--- src/rtl/vga_rect_painter_pkg.sv ---
// Shared constants and types for the VGA rectangle painter: timing totals,
// config register map, reset geometry and the rectangle config payload.
package vga_rect_painter_pkg;

   localparam int unsigned H_ACTIVE   = 640;
   localparam int unsigned V_ACTIVE   = 480;
   localparam int unsigned H_TOTAL    = 800;
   localparam int unsigned V_TOTAL    = 525;
   localparam int unsigned HCNT_W     = 11;
   localparam int unsigned VCNT_W     = 10;
   localparam int unsigned CFG_ADDR_W = 3;
   localparam int unsigned CFG_DATA_W = 11;
   localparam int unsigned RGB_W      = 8;

   typedef enum logic [CFG_ADDR_W-1:0] {
      CFG_X0     = 3'd0,
      CFG_X1     = 3'd1,
      CFG_Y0     = 3'd2,
      CFG_Y1     = 3'd3,
      CFG_FG     = 3'd4,
      CFG_BG     = 3'd5,
      CFG_COMMIT = 3'd6,
      CFG_RSVD   = 3'd7
   } cfg_addr_e;

   typedef struct packed {
      logic [HCNT_W-1:0] x0;
      logic [HCNT_W-1:0] x1;
      logic [VCNT_W-1:0] y0;
      logic [VCNT_W-1:0] y1;
      logic [RGB_W-1:0]  fg;
      logic [RGB_W-1:0]  bg;
   } rect_cfg_t;

   localparam rect_cfg_t RECT_RST = '{
      x0: 11'd100,
      x1: 11'd300,
      y0: 10'd100,
      y1: 10'd200,
      fg: 8'hE0,
      bg: 8'hFF
   };

   localparam logic [RGB_W-1:0] RGB_BLANK = 8'h00;

endpackage

--- src/rtl/vga_cfg_if.sv ---
// Valid/ready config write port for the rectangle painter.
interface vga_cfg_if;
   import vga_rect_painter_pkg::*;

   logic                  cfg_valid;
   logic                  cfg_ready;
   logic [CFG_ADDR_W-1:0] cfg_addr;
   logic [CFG_DATA_W-1:0] cfg_data;

   modport master (output cfg_valid, output cfg_addr, output cfg_data, input cfg_ready);
   modport slave  (input cfg_valid, input cfg_addr, input cfg_data, output cfg_ready);

endinterface

--- src/rtl/vga_cfg_regs.sv ---
// Shadow/active rectangle registers; shadow copies to active only at the
// first blanking line so a frame never shows a partial update.
module vga_cfg_regs
   import vga_rect_painter_pkg::*;
#(
   parameter int unsigned V_ACT = vga_rect_painter_pkg::V_ACTIVE
) (
   input  logic              clk,
   input  logic              reset,
   input  logic [HCNT_W-1:0] hcount,
   input  logic [VCNT_W-1:0] vcount,
   vga_cfg_if.slave          cfg,
   output rect_cfg_t         active,
   output logic              commit_pending
);

   rect_cfg_t shadow_q, shadow_d;
   rect_cfg_t active_q, active_d;
   logic      pending_q, pending_d;
   logic      boundary_c;
   logic      ready_c;
   logic      wr_c;

   always_comb begin
      shadow_d   = shadow_q;
      active_d   = active_q;
      pending_d  = pending_q;
      boundary_c = (hcount == '0) && (vcount == VCNT_W'(V_ACT));
      // Commit cycle blocks writes so a COMMIT can never land on the boundary.
      ready_c    = !(boundary_c && pending_q);
      wr_c       = cfg.cfg_valid && ready_c;

      if (wr_c) begin
         case (cfg_addr_e'(cfg.cfg_addr))
            CFG_X0:     shadow_d.x0 = cfg.cfg_data;
            CFG_X1:     shadow_d.x1 = cfg.cfg_data;
            CFG_Y0:     shadow_d.y0 = cfg.cfg_data[VCNT_W-1:0];
            CFG_Y1:     shadow_d.y1 = cfg.cfg_data[VCNT_W-1:0];
            CFG_FG:     shadow_d.fg = cfg.cfg_data[RGB_W-1:0];
            CFG_BG:     shadow_d.bg = cfg.cfg_data[RGB_W-1:0];
            CFG_COMMIT: pending_d   = 1'b1;
            default:    ;
         endcase
      end

      if (boundary_c && pending_q) begin
         active_d  = shadow_q;
         pending_d = 1'b0;
      end
   end

   always_ff @(posedge clk) begin
      if (reset) begin
         shadow_q  <= RECT_RST;
         active_q  <= RECT_RST;
         pending_q <= 1'b0;
      end else begin
         shadow_q  <= shadow_d;
         active_q  <= active_d;
         pending_q <= pending_d;
      end
   end

   assign cfg.cfg_ready   = ready_c;
   assign active          = active_q;
   assign commit_pending  = pending_q;

endmodule

--- src/rtl/vga_rect_painter.sv ---
// Two-stage pixel colour pipeline: one filled rectangle over a background,
// with syncs delayed to stay aligned with the coloured pixels.
module vga_rect_painter
   import vga_rect_painter_pkg::*;
#(
   parameter int unsigned H_ACTIVE = vga_rect_painter_pkg::H_ACTIVE,
   parameter int unsigned V_ACTIVE = vga_rect_painter_pkg::V_ACTIVE,
   parameter int unsigned PIPE_LAT = 2
) (
   input  logic              clk,
   input  logic              reset,
   input  logic [HCNT_W-1:0] hcount,
   input  logic [VCNT_W-1:0] vcount,
   input  logic              hsync_in,
   input  logic              vsync_in,
   vga_cfg_if.slave          cfg,
   output logic              commit_pending,
   output logic [2:0]        red,
   output logic [2:0]        green,
   output logic [1:0]        blue,
   output logic              hsync,
   output logic              vsync
);

   rect_cfg_t act;

   vga_cfg_regs #(
      .V_ACT (V_ACTIVE)
   ) u_cfg_regs (
      .clk            (clk),
      .reset          (reset),
      .hcount         (hcount),
      .vcount         (vcount),
      .cfg            (cfg),
      .active         (act),
      .commit_pending (commit_pending)
   );

   logic                vis_q, vis_d;
   logic                in_q, in_d;
   logic [RGB_W-1:0]    rgb_q, rgb_d;
   logic [PIPE_LAT-1:0] hs_pipe_q, hs_pipe_d;
   logic [PIPE_LAT-1:0] vs_pipe_q, vs_pipe_d;

   always_comb begin
      vis_d = (hcount < HCNT_W'(H_ACTIVE)) && (vcount < VCNT_W'(V_ACTIVE));
      // Y compared zero-extended to the 11-bit coordinate width.
      in_d  = (hcount >= act.x0) && (hcount < act.x1) &&
              ({1'b0, vcount} >= {1'b0, act.y0}) &&
              ({1'b0, vcount} <  {1'b0, act.y1});
      if (!vis_q) begin
         rgb_d = RGB_BLANK;
      end else if (in_q) begin
         rgb_d = act.fg;
      end else begin
         rgb_d = act.bg;
      end
      hs_pipe_d = {hs_pipe_q[PIPE_LAT-2:0], hsync_in};
      vs_pipe_d = {vs_pipe_q[PIPE_LAT-2:0], vsync_in};
   end

   always_ff @(posedge clk) begin
      if (reset) begin
         vis_q     <= 1'b0;
         in_q      <= 1'b0;
         rgb_q     <= RGB_BLANK;
         hs_pipe_q <= '1;
         vs_pipe_q <= '1;
      end else begin
         vis_q     <= vis_d;
         in_q      <= in_d;
         rgb_q     <= rgb_d;
         hs_pipe_q <= hs_pipe_d;
         vs_pipe_q <= vs_pipe_d;
      end
   end

   assign red   = rgb_q[7:5];
   assign green = rgb_q[4:2];
   assign blue  = rgb_q[1:0];
   assign hsync = hs_pipe_q[PIPE_LAT-1];
   assign vsync = vs_pipe_q[PIPE_LAT-1];

endmodule

--- src/flat_wrapper.sv ---
// flat-port wrapper written by rule: the top's interface ports become plain ports
module vga_rect_painter_flat import vga_rect_painter_pkg::*;
#(
   parameter int unsigned H_ACTIVE = vga_rect_painter_pkg::H_ACTIVE,
   parameter int unsigned V_ACTIVE = vga_rect_painter_pkg::V_ACTIVE,
   parameter int unsigned PIPE_LAT = 2
)
  (clk, reset, hcount, vcount, hsync_in, vsync_in, commit_pending, red, green, blue, hsync, vsync, cfg_cfg_valid, cfg_cfg_addr, cfg_cfg_data, cfg_cfg_ready);
  vga_cfg_if cfg_i ();
  input  logic clk;
  input  logic reset;
  input  logic [HCNT_W-1:0] hcount;
  input  logic [VCNT_W-1:0] vcount;
  input  logic hsync_in;
  input  logic vsync_in;
  output logic commit_pending;
  output logic [2:0] red;
  output logic [2:0] green;
  output logic [1:0] blue;
  output logic hsync;
  output logic vsync;
  input wire logic [$bits(cfg_i.cfg_valid)-1:0] cfg_cfg_valid;
  input wire logic [$bits(cfg_i.cfg_addr)-1:0] cfg_cfg_addr;
  input wire logic [$bits(cfg_i.cfg_data)-1:0] cfg_cfg_data;
  output wire logic [$bits(cfg_i.cfg_ready)-1:0] cfg_cfg_ready;
  assign cfg_i.cfg_valid = cfg_cfg_valid;
  assign cfg_i.cfg_addr = cfg_cfg_addr;
  assign cfg_i.cfg_data = cfg_cfg_data;
  assign cfg_cfg_ready = cfg_i.cfg_ready;
  vga_rect_painter #(.H_ACTIVE(H_ACTIVE), .V_ACTIVE(V_ACTIVE), .PIPE_LAT(PIPE_LAT)) u_core (.clk(clk), .reset(reset), .hcount(hcount), .vcount(vcount), .hsync_in(hsync_in), .vsync_in(vsync_in), .cfg(cfg_i), .commit_pending(commit_pending), .red(red), .green(green), .blue(blue), .hsync(hsync), .vsync(vsync));
endmodule
--- config.mk ---
export PLATFORM = sky130hd
export DESIGN_NAME = vga_rect_painter_flat
export DESIGN_NICKNAME = d
export VERILOG_FILES = /design/src/rtl/vga_rect_painter_pkg.sv /design/src/rtl/vga_cfg_if.sv /design/src/rtl/vga_cfg_regs.sv /design/src/rtl/vga_rect_painter.sv /design/src/flat_wrapper.sv
export SDC_FILE = /design/constraint.sdc
export NUM_CORES = 1
export LEC_CHECK = 0
export ABC_CLOCK_PERIOD_IN_PS = 2500
export BUFFER_PORTS_ARGS = -buffer_cell sky130_fd_sc_hd__buf_4
export CELL_PAD_IN_SITES_DETAIL_PLACEMENT = 0
export CELL_PAD_IN_SITES_GLOBAL_PLACEMENT = 1
export CORE_MARGIN = 2
export CORE_UTILIZATION = 45
export DETAILED_ROUTE_END_ITERATION = 8
export PLACE_DENSITY = 0.84
export SETUP_SLACK_MARGIN = 0.02
export SLEW_MARGIN = 5
export SYNTH_ARGS = -nofsm -noshare
export SYNTH_HDL_FRONTEND = slang
export SYNTH_SLANG_ARGS = --single-unit
--- constraint.sdc ---
create_clock -name clk -period 2.5 [get_ports clk]
set_input_delay 0 -clock clk [delete_from_list [all_inputs] [get_ports clk]]
set_output_delay 0 -clock clk [all_outputs]
set_load 0.01 [all_outputs]
; ---- Yosys cells after proc, flatten, opt, wreduce, memory -nomap -nowiden
; Index checks and enable logic that the tools add are counted.
[totals]
ff_bits = 131
latchBits = 0
mem_bits_rw = 0
rom_bits = 0
out_inout_bits = 12
word_cells = 52
n_memories = 0
[op_classes]
addsub = 0
mul = 0
n_div = 0
magnitude_cmp = 6
n_eq_ne = 7
shifts = 0
mux = 1
n_bitwise = 1
reduce_logical = 19
[op_table]
columns = cell, count
row1 = $reduce_and A2 Y1, 7
row2 = $ge A11 B11 Y1, 1
row3 = $logic_not A11 Y1, 1
row4 = $lt A11 B10 Y1 const B, 1
row5 = $lt A11 B11 Y1, 1
row6 = $eq A10 B9 Y1 const B, 1
row7 = $ge A10 B10 Y1, 1
row8 = $lt A10 B10 Y1, 1
row9 = $lt A10 B9 Y1 const B, 1
row10 = $eq A3 B3 Y1 const B, 3
row11 = $mux W8, 1
row12 = $logic_and A1 B1 Y1, 7
row13 = $eq A3 B2 Y1 const B, 2
row14 = $reduce_or A2 Y1, 2
row15 = $eq A3 B1 Y1 const B, 1
row16 = $logic_not A3 Y1, 1
row17 = $logic_not A1 Y1, 1
row18 = $not A1 Y1, 1

; ---- Logic depth before layout (Yosys ltp)
[logic_depth]
word_depth = 6
ltp_mapped = 9
ltp_nobuf = 8

; ---- Hierarchy
; From an unflattened synthesis, not the netlist that was laid out.
[hier_totals]
cells_unflattened = 648
hier_area_um2 = 6243.5
[by_module_without_submodules]
columns = mod, instances, cells_per_inst, area_each_um2, seq_area_each_um2
row1 = vga_cfg_regs, 1, 476, 4792.1, 2342.2
row2 = vga_rect_painter, 1, 172, 1451.4, 280.3

; ---- Least setup slack after synthesis
; OpenSTA, ideal clock, no wires.
[synth_path]
path_type = register to register
startpoint = register u_core.u_cfg_regs.pending_q (netlist: u_core.u_cfg_regs.commit_pending)
endpoint = register u_core.u_cfg_regs.shadow_q[5] in the netlist's numbering
t_arrival_ns = 1.737
slack_ns = 0.644
path_stages_with_launch = 7
period_less_slack_ns = 1.856
path_cell_list = dfxtp_1 nand4_1 nor4_4 nor4b_1 buf_4 nor2b_1 a211o_1
[synth_via]
elab_chain_cells = 4
[synth_rtl]
columns = item, line_no
row1 = from (decl), vga_cfg_regs.sv:19  ; logic pending_q, pending_d;
row2 = from (signal assigned), vga_cfg_regs.sv:60  ; pending_q <= pending_d;
row3 = $logic_and A1 B1 Y1, vga_cfg_regs.sv:30  ; ready_c = !(boundary_c && pending_q);
row4 = $logic_not A1 Y1, vga_cfg_regs.sv:30
row5 = $logic_and A1 B1 Y1, vga_cfg_regs.sv:31  ; wr_c = cfg.cfg_valid && ready_c;
row6 = $reduce_and A2 Y1 (no line), --
row7 = to (signal assigned), vga_cfg_regs.sv:58  ; shadow_q <= shadow_d;
row8 = to (decl), vga_cfg_regs.sv:17  ; rect_cfg_t shadow_q, shadow_d;
; No other way between the ends.
; A chain may end at the register's enable or synchronous reset.

; ---- Final worst setup path
[layout_path]
startpoint = register u_core.u_cfg_regs.pending_q (netlist: u_core.u_cfg_regs.commit_pending)
endpoint = register u_core.u_cfg_regs.shadow_q[46] in the netlist's numbering
; Same word-level chain as after synthesis.

==> key figures <==
Route
  • Routed wire per std cell: 14.7 µm
  • Detailed Routing Iterations Pass 1: 6
  • Via count: 4392
  • Post-route ant nets: 0
  • Detailed-route vias per instance: 5.02
  • Number of DRC markers in iteration 0: 235
  • Final wirelength: 12900 µm
  • DRC violations left: 0

Finish
  • Fin util: 56.9%
  • Ant diodes: 0
  • Fin cells: 875
  • Share of layout cells above drive strength 1: 13.9%
  • Most frequent cells in the layout: 131 x dfxtp_1, 102 x nand2_1, 75 x nor2_1
  • Final nets: 775
  • Commonest non-fill, non-tap cell in the layout: dfxtp_1
  • Area Overhead vs Synth: 22.4%

Placed design
  • Inst Count DP: 829
  • IO Port Bufs: 51
  • DP HPWL: 8880 µm
  • Final Wtd Congestion: 0.793

Pwr
  • Static Leak: 2.92 nW
  • PwrDens: 735 nW/µm²
  • Overall power: 0.00509 W
  • IR Drop Worst-Case VDD: 416 µV

Die
  • Die H: 116 µm
  • IO Pins: 52
  • Total die area: 13500 µm²
  • Starting density of the core: 46.5%
  • Die Span X: 116 µm
  • Core Area: 12200 µm²
  • Cell Rows: 40

CTS
  • Root buf cell: clkbuf_16
  • Inserted Clock Buffers: 17
  • Worst-Skew Late Latency: 0.41 ns
  • CTS Sinks: 131
  • Clock-pin slew on the worst setup and hold paths: 0.06 ns
  • TritonCTS clock tree: done
  • Clock tree buffer depth: 2
  • Setup repair bufs after CTS: 0
  • H-Tree Depth: 4

Setup path
  • Startpoint Class: flop
  • Data arrival time of the critical path: 2.43 ns
  • Worst-path maximum fanout: 15
  • Setup crit end kind: flop
  • Crit path required time: 2.76 ns
  • Worst Setup Path Type: flop to flop

Worst hold path
  • Min-Delay Path Class: primary input to flop

STA
  • # setup viols final: 0
  • Fmax: 0.459 GHz
  • Final Hold Vio Count: 0
  • Max-slew violations: 0
  • Final setup TNS: 0 ns
  • Worst slew margin: 15.8%
  • Final worst-path cycle share: 87.1%
  • Min Tclk post-route: 2.18 ns
  • RSZ-0062 raised after global routing: no
  • Worst slew pin tran: 1.26 ns
  • Setup Skew: 0.00630 ns

Synthesis
  • Sequential area share after synthesis: 46.4%
  • Yosys Warn Count: 0
  • Post-Synthesis Mean Instance Area: 8.85 µm²
  • Synthesized Nets: 719
  • Syn Inst Count: 639
  • Netlist Area Pre-Place: 5660 µm²
  • Synth Flop Type: dfxtp_1
  • EDFF count, synth: 0
  • Post-synth ARST share: 0%
  • #FFs+latches synth: 131
  • Post-synth cell types: 40

Global route
  • Overflow after GRT: 0
  • Largest net degree at the start of global routing: 99
  • First-pass GRT wire length: 21400 µm
  • GRT Total Usage: 20.8%
  • Initial antenna violation count: 0
  • Vias in the first global route: 4262

Flow run
  • Max cap viols: 0

Outcome
  • Outcome: finished, final reports clean
[synthesized netlist by cell type, drive strengths merged, types with 4 or more instances]
master | number | share of area [%]
nand2 | 102 | 6.8
mux2i | 42 | 7.4
a21oi | 57 | 5.0
a211o | 30 | 4.6
nand3b | 11 | 1.5
dfxtp | 131 | 46
inv | 48 | 3.2
nand4 | 6 | 0.77
ha | 40 | 8.8
buf | 18 | 2.0
o21ai | 9 | 0.80
nor2b | 12 | 1.3
nor3 | 10 | 0.97
nor2 | 75 | 5.0
nand3 | 4 | 0.44
clkbuf | 17 | 1.1
or2 | 5 | 0.55
[kinds of logic after synthesis]
group	count (synthesis)	synth area share [%]
simple gates	239	19.5
flops	131	46.4
compound gates	104	11.6
buf+inv	83	6.30
mux	42	7.43
fa+ha+maj	40	8.85
[timing repair]
action | CTS | global route
endpoints found under the hold margin | 52 | 0
gates resized for setup | 1 | 0
hold buffers | 15 | 0
setup endpoints to repair | 1 | 0
[where the power goes]
part           leakage (nW)  internal (W)  switching (W)
Combinational          1.56      0.000135       0.000156
Sequential             1.06       0.00212      0.0000164
Clock                 0.302       0.00181       0.000849
[registers in the layout, summed over array words and instances (netlist names)]
signal / count
u_core.vs_pipe_q: 2
u_core.in_q: 1
u_core.vis_q: 1
u_core.rgb_q: 8
u_core.u_cfg_regs.shadow_q: 58
u_core.u_cfg_regs.commit_pending: 1
u_core.u_cfg_regs.active: 58
u_core.hs_pipe_q: 2
[critical path, stage by stage, from the launching register on]
cell	delay, ns
dfxtp_1	0.34
nand4_1	0.13
nor4_4	0.07
buf_4	0.17
nor3_2	0.98
mux2i_1	0.27
nor2_1	0.06
[through the flow]
stage | hold WS (ns) | setup slack, ns | cell area (µm²)
finish | 0.0131 | 0.323 | 6930
global route | 0.0145 | 0.125 | 6930
CTS | 0.00352 | 0.321 | 6930
detailed placement | 0.189 | 0.000693 | 6120
global placement | 0.185 | 0.108 | 6120
floorplan | 0.104 | 0.644 | 5660
[layout make-up]
| cell class | instances | area (µm²) |
|---|---|---|
| clock buffers | 22 | 464 |
| clock inverters | 9 | 178 |
| fillers | 1117 | 5240 |
| inverters | 48 | 180 |
| multi-input cells | 425 | 2690 |
| flip-flops and latches | 131 | 2620 |
| well taps | 168 | 210 |
| repair buffers | 72 | 578 |
[per-layer routing]
metal / share of wire (%) / GRT usage [%]
met1: 49 / 29.0
met2: 45 / 32.6
met3: 4.4 / 3.74
met4: 1.5 / 7.70
met5: 0 / 0
[final timing paths]
path / startpoint / end / slack (ns) / depth (start not counted)
min: vcount[9] / u_core.vis_q / 0.01 / 3
max: u_core.u_cfg_regs.commit_pending / u_core.u_cfg_regs.shadow_q[46] / 0.32 / 6
min reg2reg: u_core.vs_pipe_q[0] / u_core.vs_pipe_q[1] / 0.41 / 1
max reg2reg: u_core.u_cfg_regs.commit_pending / u_core.u_cfg_regs.shadow_q[46] / 0.32 / 6
No activity file was read; power rests on OpenSTA's default activity.
